<file path="config.mk">
export PLATFORM = sky130hd
export DESIGN_NAME = reg_file_param
export DESIGN_NICKNAME = d
export VERILOG_FILES = /design/src/rtl/reg_file_pkg.sv /design/src/rtl/reg_file_read_port.sv /design/src/rtl/reg_file_param.sv
export SDC_FILE = /design/constraint.sdc
export NUM_CORES = 1
export LEC_CHECK = 0
export ABC_AREA = 0
export CAP_MARGIN = 20
export CELL_PAD_IN_SITES_DETAIL_PLACEMENT = 0
export CELL_PAD_IN_SITES_GLOBAL_PLACEMENT = 1
export CORE_MARGIN = 3
export CORE_UTILIZATION = 52
export CTS_CLUSTER_SIZE = 8
export DETAILED_ROUTE_END_ITERATION = 6
export DONT_BUFFER_PORTS = 1
export HOLD_SLACK_MARGIN = 0.05
export PLACE_DENSITY = 0.92
export SYNTH_ARGS = -nofsm -noshare
export SYNTH_HDL_FRONTEND = slang
export SYNTH_HIERARCHICAL = 1
export SYNTH_SLANG_ARGS = --single-unit
</file>
<file path="constraint.sdc">
create_clock -name clk -period 1.81 [get_ports clk]
set_input_delay 0.2715 -clock clk [delete_from_list [all_inputs] [get_ports clk]]
set_output_delay 0.2715 -clock clk [all_outputs]
set_load 0.03 [all_outputs]
</file>
<file path="src/rtl/reg_file_pkg.sv">
// Shared types and default sizing for the parametrised register file.
package reg_file_pkg;
  typedef enum logic {
    IDLE  = 1'b0,
    CLEAR = 1'b1
  } state_t;

  localparam int DEF_DATA_W = 16;
  localparam int DEF_ADDR_W = 3;
endpackage

</file>
<file path="src/rtl/reg_file_read_port.sv">
// One registered read port: array select, optional write bypass, zero forcing.
module reg_file_read_port
  import reg_file_pkg::*;
#(
  parameter int DATA_W   = DEF_DATA_W,
  parameter int ADDR_W   = DEF_ADDR_W,
  parameter int ZERO_REG = 0,
  parameter int BYPASS   = 1
) (
  input  logic                          clk,
  input  logic                          reset_n,
  input  logic [(DATA_W<<ADDR_W)-1:0]   regs_flat,
  input  logic [ADDR_W-1:0]             adr,
  input  logic                          wr_en,
  input  logic [ADDR_W-1:0]             wr_adr,
  input  logic [DATA_W-1:0]             wr_data,
  input  logic                          force_zero,
  output logic [DATA_W-1:0]             data
);

  logic [DATA_W-1:0] data_nxt;

  // Priority: sweep/zero-reg forcing beats bypass beats the stored value.
  always_comb begin
    data_nxt = regs_flat[int'(adr)*DATA_W +: DATA_W];
    if (BYPASS != 0 && wr_en && wr_adr == adr)
      data_nxt = wr_data;
    if (ZERO_REG != 0 && adr == '0)
      data_nxt = '0;
    if (force_zero)
      data_nxt = '0;
  end

  always_ff @(posedge clk or negedge reset_n) begin
    if (!reset_n)
      data <= '0;
    else
      data <= data_nxt;
  end

endmodule

</file>
<file path="src/rtl/reg_file_param.sv">
// Register array with one write port, two read ports and a bulk-clear sweep.
// state | meaning
// IDLE  | normal reads/writes; clr starts a sweep
// CLEAR | zero reg[cnt] each cycle, writes dropped, reads return 0
module reg_file_param
  import reg_file_pkg::*;
#(
  parameter int DATA_W   = DEF_DATA_W,
  parameter int ADDR_W   = DEF_ADDR_W,
  parameter int ZERO_REG = 0,
  parameter int BYPASS   = 1
) (
  input  logic              clk,
  input  logic              reset_n,
  input  logic              we,
  input  logic [ADDR_W-1:0] W_Adr,
  input  logic [DATA_W-1:0] W,
  input  logic [ADDR_W-1:0] R_Adr,
  input  logic [ADDR_W-1:0] S_Adr,
  input  logic              clr,
  output logic [DATA_W-1:0] R,
  output logic [DATA_W-1:0] S,
  output logic              busy,
  output logic              wr_drop
);

  localparam int DEPTH = 2**ADDR_W;

  state_t                      state, state_nxt;
  logic [ADDR_W-1:0]           cnt;
  logic [DATA_W-1:0]           mem [DEPTH];
  logic [(DATA_W<<ADDR_W)-1:0] regs_flat;
  logic                        wr_ok;
  logic                        drop_nxt;
  logic                        read_zero;

  always_comb begin
    state_nxt = state;
    wr_ok     = 1'b0;
    drop_nxt  = 1'b0;
    read_zero = 1'b0;
    case (state)
      IDLE: begin
        if (clr) begin
          state_nxt = CLEAR;
          read_zero = 1'b1;
          drop_nxt  = we;
        end else begin
          // Writes to a hardwired-zero register vanish without a drop pulse.
          wr_ok = we && !(ZERO_REG != 0 && W_Adr == '0);
        end
      end
      CLEAR: begin
        read_zero = 1'b1;
        drop_nxt  = we;
        if (cnt == '1)
          state_nxt = IDLE;
      end
      default: state_nxt = IDLE;
    endcase
  end

  always_ff @(posedge clk or negedge reset_n) begin
    if (!reset_n) begin
      state   <= IDLE;
      cnt     <= '0;
      wr_drop <= 1'b0;
    end else begin
      state   <= state_nxt;
      wr_drop <= drop_nxt;
      if (state == IDLE)
        cnt <= '0;
      else
        cnt <= cnt + 1'b1;
    end
  end

  always_ff @(posedge clk or negedge reset_n) begin
    if (!reset_n) begin
      for (int i = 0; i < DEPTH; i++)
        mem[i] <= '0;
    end else if (state == CLEAR) begin
      mem[cnt] <= '0;
    end else if (wr_ok) begin
      mem[W_Adr] <= W;
    end
  end

  for (genvar g = 0; g < DEPTH; g++) begin : g_flat
    assign regs_flat[g*DATA_W +: DATA_W] = mem[g];
  end

  assign busy = (state == CLEAR);

  reg_file_read_port #(
    .DATA_W(DATA_W), .ADDR_W(ADDR_W), .ZERO_REG(ZERO_REG), .BYPASS(BYPASS)
  ) u_port_r (
    .clk(clk), .reset_n(reset_n), .regs_flat(regs_flat), .adr(R_Adr),
    .wr_en(wr_ok), .wr_adr(W_Adr), .wr_data(W), .force_zero(read_zero),
    .data(R)
  );

  reg_file_read_port #(
    .DATA_W(DATA_W), .ADDR_W(ADDR_W), .ZERO_REG(ZERO_REG), .BYPASS(BYPASS)
  ) u_port_s (
    .clk(clk), .reset_n(reset_n), .regs_flat(regs_flat), .adr(S_Adr),
    .wr_en(wr_ok), .wr_adr(W_Adr), .wr_data(W), .force_zero(read_zero),
    .data(S)
  );

endmodule

</file>
==> impl_metrics.yaml <==
sta:
  maxSlewHeadroom_pct: 66.3
  endpoints_failing_setup: 0
  hold-worst-slack_ns: -0.472
  final-max-slew-violation-count: 0
  worst_clock_skew_ns: 0.00885
  timing_hold_violations_final: 165
  layout_worst_path_cycle_share_pct: 96.1
  grt_setup_unrepaired: "false"
  max_slew.worst_pin.slew_ns: 0.502
  totalNegativeSetupSlack_ns: 0
  timing.fmax_mhz: 575
  final.min_clock_period_ns: 1.74
pwr:
  vdd.ir_drop.worst_mv: 0.987
  powerDensity_nw_per_um2: 1290
  switchingPower_mw: 4.13
  power.total_mw: 12.7
  p_leak_nw: 5.15
  clock_power_share_pct: 30.8
  power_switching_share_pct: 32.5
  internal-power_mw: 8.60
  share_of_power_burned_in_combinational_logic_pct: 26.1
  p_seq_share_pct: 43.1
setup_path:
  critical_path.max_fanout: 15
  path_delay_family: "simple AND/OR/NAND/NOR gates"
  number_of_logic_stages_on_the_critical_path_including_buffering: 6
  worst_path_max_delay_cell: "sky130_fd_sc_hd__dfrtp_2"
  cp-startpoint: "busy"
  crit_path_max_incr_delay_ns: 0.42
  worst_r2r_path_depth: 6
  worstPathBufferInverterCount: 1
  cp.arrival_ns: 2.08
  crit-reg2reg-launch: "busy"
  setup.worst_path.end_class: "register"
  timing.setup.critical_path_class: "reg2reg"
  timing.critical_path.required_ns: 2.15
  timing.critical_path.from_type: "register"
  critical_path.cell_chain: "nor2_1 -> and2_1 -> and4_1 -> buf_6 -> a211oi_1 -> nor3_1"
global_routing:
  grt_pass1_vias: 6954
  grt_remaining_overflow: 0
  globalRouteTotalUtil_pct: 28.3
  pin_count_of_the_biggest_net_entering_global_routing: 166
  first_pass_grt_wire_length_um: 39500
  antenna_found_initial: 0
clocking:
  root_buffer: "sky130_fd_sc_hd__clkbuf_16"
  post_cts_hold_buffer_count: 17
  htree_num_levels: 4
  clkSlewWorstSetupHoldPaths_ns: 0.07
  cts-buffers-inserted: 17
  postCtsSetupRepairBufs: 0
  cts_tree: "built"
  worstSkewPairLatency_ns: 0.44
  cts_max_path_buffers: 2
  cts_num_sinks: 165
synthesis:
  synth_nets: 793
  synthesis.instances: 762
  yosysWarnings: 6
  synth.lib_cells_used.distinct: 35
  synth.top_cell.area_share_pct: 46.1
  async_flop_share_pct: 100
  synth_ff_type: "sky130_fd_sc_hd__dfrtp_1"
  seq_cells_post_synth: 165
  synthesis.area_per_instance_um2: 11.7
  mappedNetlistArea_um2: 8950
  post-synth-top-area-cell: "sky130_fd_sc_hd__dfrtp_1"
  synth-edff-count: 0
  synth-seq-area-share_pct: 46.1
  synth.area.top_cells: "sky130_fd_sc_hd__dfrtp_1 46%, sky130_fd_sc_hd__mux2i_1 21%, sky130_fd_sc_hd__mux4_1 5.9%"
outcome:
  result_of_the_run: "finished, violations left"
  failed_checks: "hold timing"
routing:
  final_antenna_net_count: 0
  vias_per_cell: 6.54
  routed-via-count: 6569
  wl_per_cell_um: 25.5
  dr.first_iter.drc_count: 634
  drtPass1Iterations: 6
  wirelength_um: 25600
  final_routed_drc_violation_total: 0
floorplan:
  core_area_um2: 16700
  die_area_um2: 18800
  chipHeight_um: 137
  initial_utilization_pct: 53.6
  fp.dieW_um: 137
  ios: 63
  rows: 47
placement:
  numPortBuffers: 0
  finalWeightedCongestion: 0.832
  hpwlAfterDp_um: 15300
cells_and_area:
  mostFrequentLayoutCells: "190 x sky130_fd_sc_hd__mux2i_1, 164 x sky130_fd_sc_hd__dfrtp_1, 128 x sky130_fd_sc_hd__nand2_1"
  n_antenna_cell: 0
  area_of_combinational_cells_with_multiple_inputs_um2: 4330
  post_route_cells_drive_above_1_share_pct: 11.7
  count_of_nets_after_finishing: 802
  final.fill_count: 1330
  seq_area_um2: 4130
  most_common_library_cell_in_the_layout_ignoring_fill_and_taps: "sky130_fd_sc_hd__mux2i_1"
  fin_util_pct: 59.1
  synthToLayoutAreaGrowth_pct: 10.4
worst_hold_path:
  hold_class: "in2async"
job:
  cap_violations: 0
registers in the layout, summed over array words and instances (netlist names):
register	cells
mem	128
u_port_r/data	16
u_port_s/data	16
cnt	3
busy	1
wr_drop	1
power groups by stage:
stage | sequential [mW] | clock [mW] | combinational (mW)
2_1_floorplan | 5.23 | 0 | 2.46
3_3_place_gp | 5.39 | 0 | 3.03
3_5_place_dp | 5.53 | 0 | 3.21
4_1_cts | 5.47 | 3.95 | 3.27
5_1_grt | 5.61 | 4.12 | 3.59
6_report | 5.49 | 3.92 | 3.33
routing by layer:
metal / wire (µm) / track usage [%]
met5: 0 / 0
met4: 822 / 11.5
met3: 2980 / 9.90
met2: 12000 / 43.9
met1: 9840 / 36.4
Yosys cell counts (3+ instances only):
library cell	number
sky130_fd_sc_hd__nand4b_1	3
sky130_fd_sc_hd__nor3_1	30
sky130_fd_sc_hd__buf_6	14
sky130_fd_sc_hd__mux4_2	14
sky130_fd_sc_hd__nand2_2	6
sky130_fd_sc_hd__clkbuf_1	13
sky130_fd_sc_hd__buf_2	16
sky130_fd_sc_hd__nand2_1	128
sky130_fd_sc_hd__a211oi_1	32
sky130_fd_sc_hd__buf_4	12
sky130_fd_sc_hd__nor2_1	33
sky130_fd_sc_hd__nor2b_1	3
sky130_fd_sc_hd__and2_1	3
sky130_fd_sc_hd__xnor2_1	4
sky130_fd_sc_hd__nand4_1	3
sky130_fd_sc_hd__mux4_1	20
sky130_fd_sc_hd__inv_1	17
sky130_fd_sc_hd__nand4bb_1	3
sky130_fd_sc_hd__and4_1	3
sky130_fd_sc_hd__dfrtp_1	165
sky130_fd_sc_hd__mux2i_1	190
sky130_fd_sc_hd__o22ai_1	30
cell families after synthesis:
group	after synthesis	synth area share, %
and+or+nand+nor	226	11.9
muxes	224	30.6
DFF	165	46.1
buffers and inverters	76	5.45
AOI/OAI and AO/OA	63	4.84
xor gates and xnor gates	6	0.755
adders and majority gates	2	0.280
stage by stage:
stage	instance area, µm²	cells	worst slack, ns
floorplan	8950	762	0.0426
global placement	9070	955	0.224
detailed placement	9070	955	0.153
CTS	9870	1004	0.0835
global route	9880	1004	0.00157
finish	9880	1004	0.0699
final cells by class:
type / instances / area share, %
multi-input cells: 521 / 43.9
flip-flops and latches: 165 / 41.8
clock buffers: 23 / 4.94
repair buffers: 49 / 4.45
well taps: 220 / 2.79
clock inverters: 9 / 1.49
inverters: 17 / 0.646
final timing paths:
kind                                     to  slack, ns
hold reg to reg                     mem[97]       0.54
setup reg to reg           u_port_s/data[4]       0.07
max in group asynchronous              busy       1.98
min in group clk           u_port_r/data[5]       0.09
hold / removal                      mem[44]      -0.47
setup / recovery           u_port_s/data[4]       0.07
repair_timing:
item                       CTS  global route
gates resized for setup      0             1
setup endpoints to repair    0             8
hold endpoints to repair   198           165
Note: power is estimated with default switching activity, not from simulation.
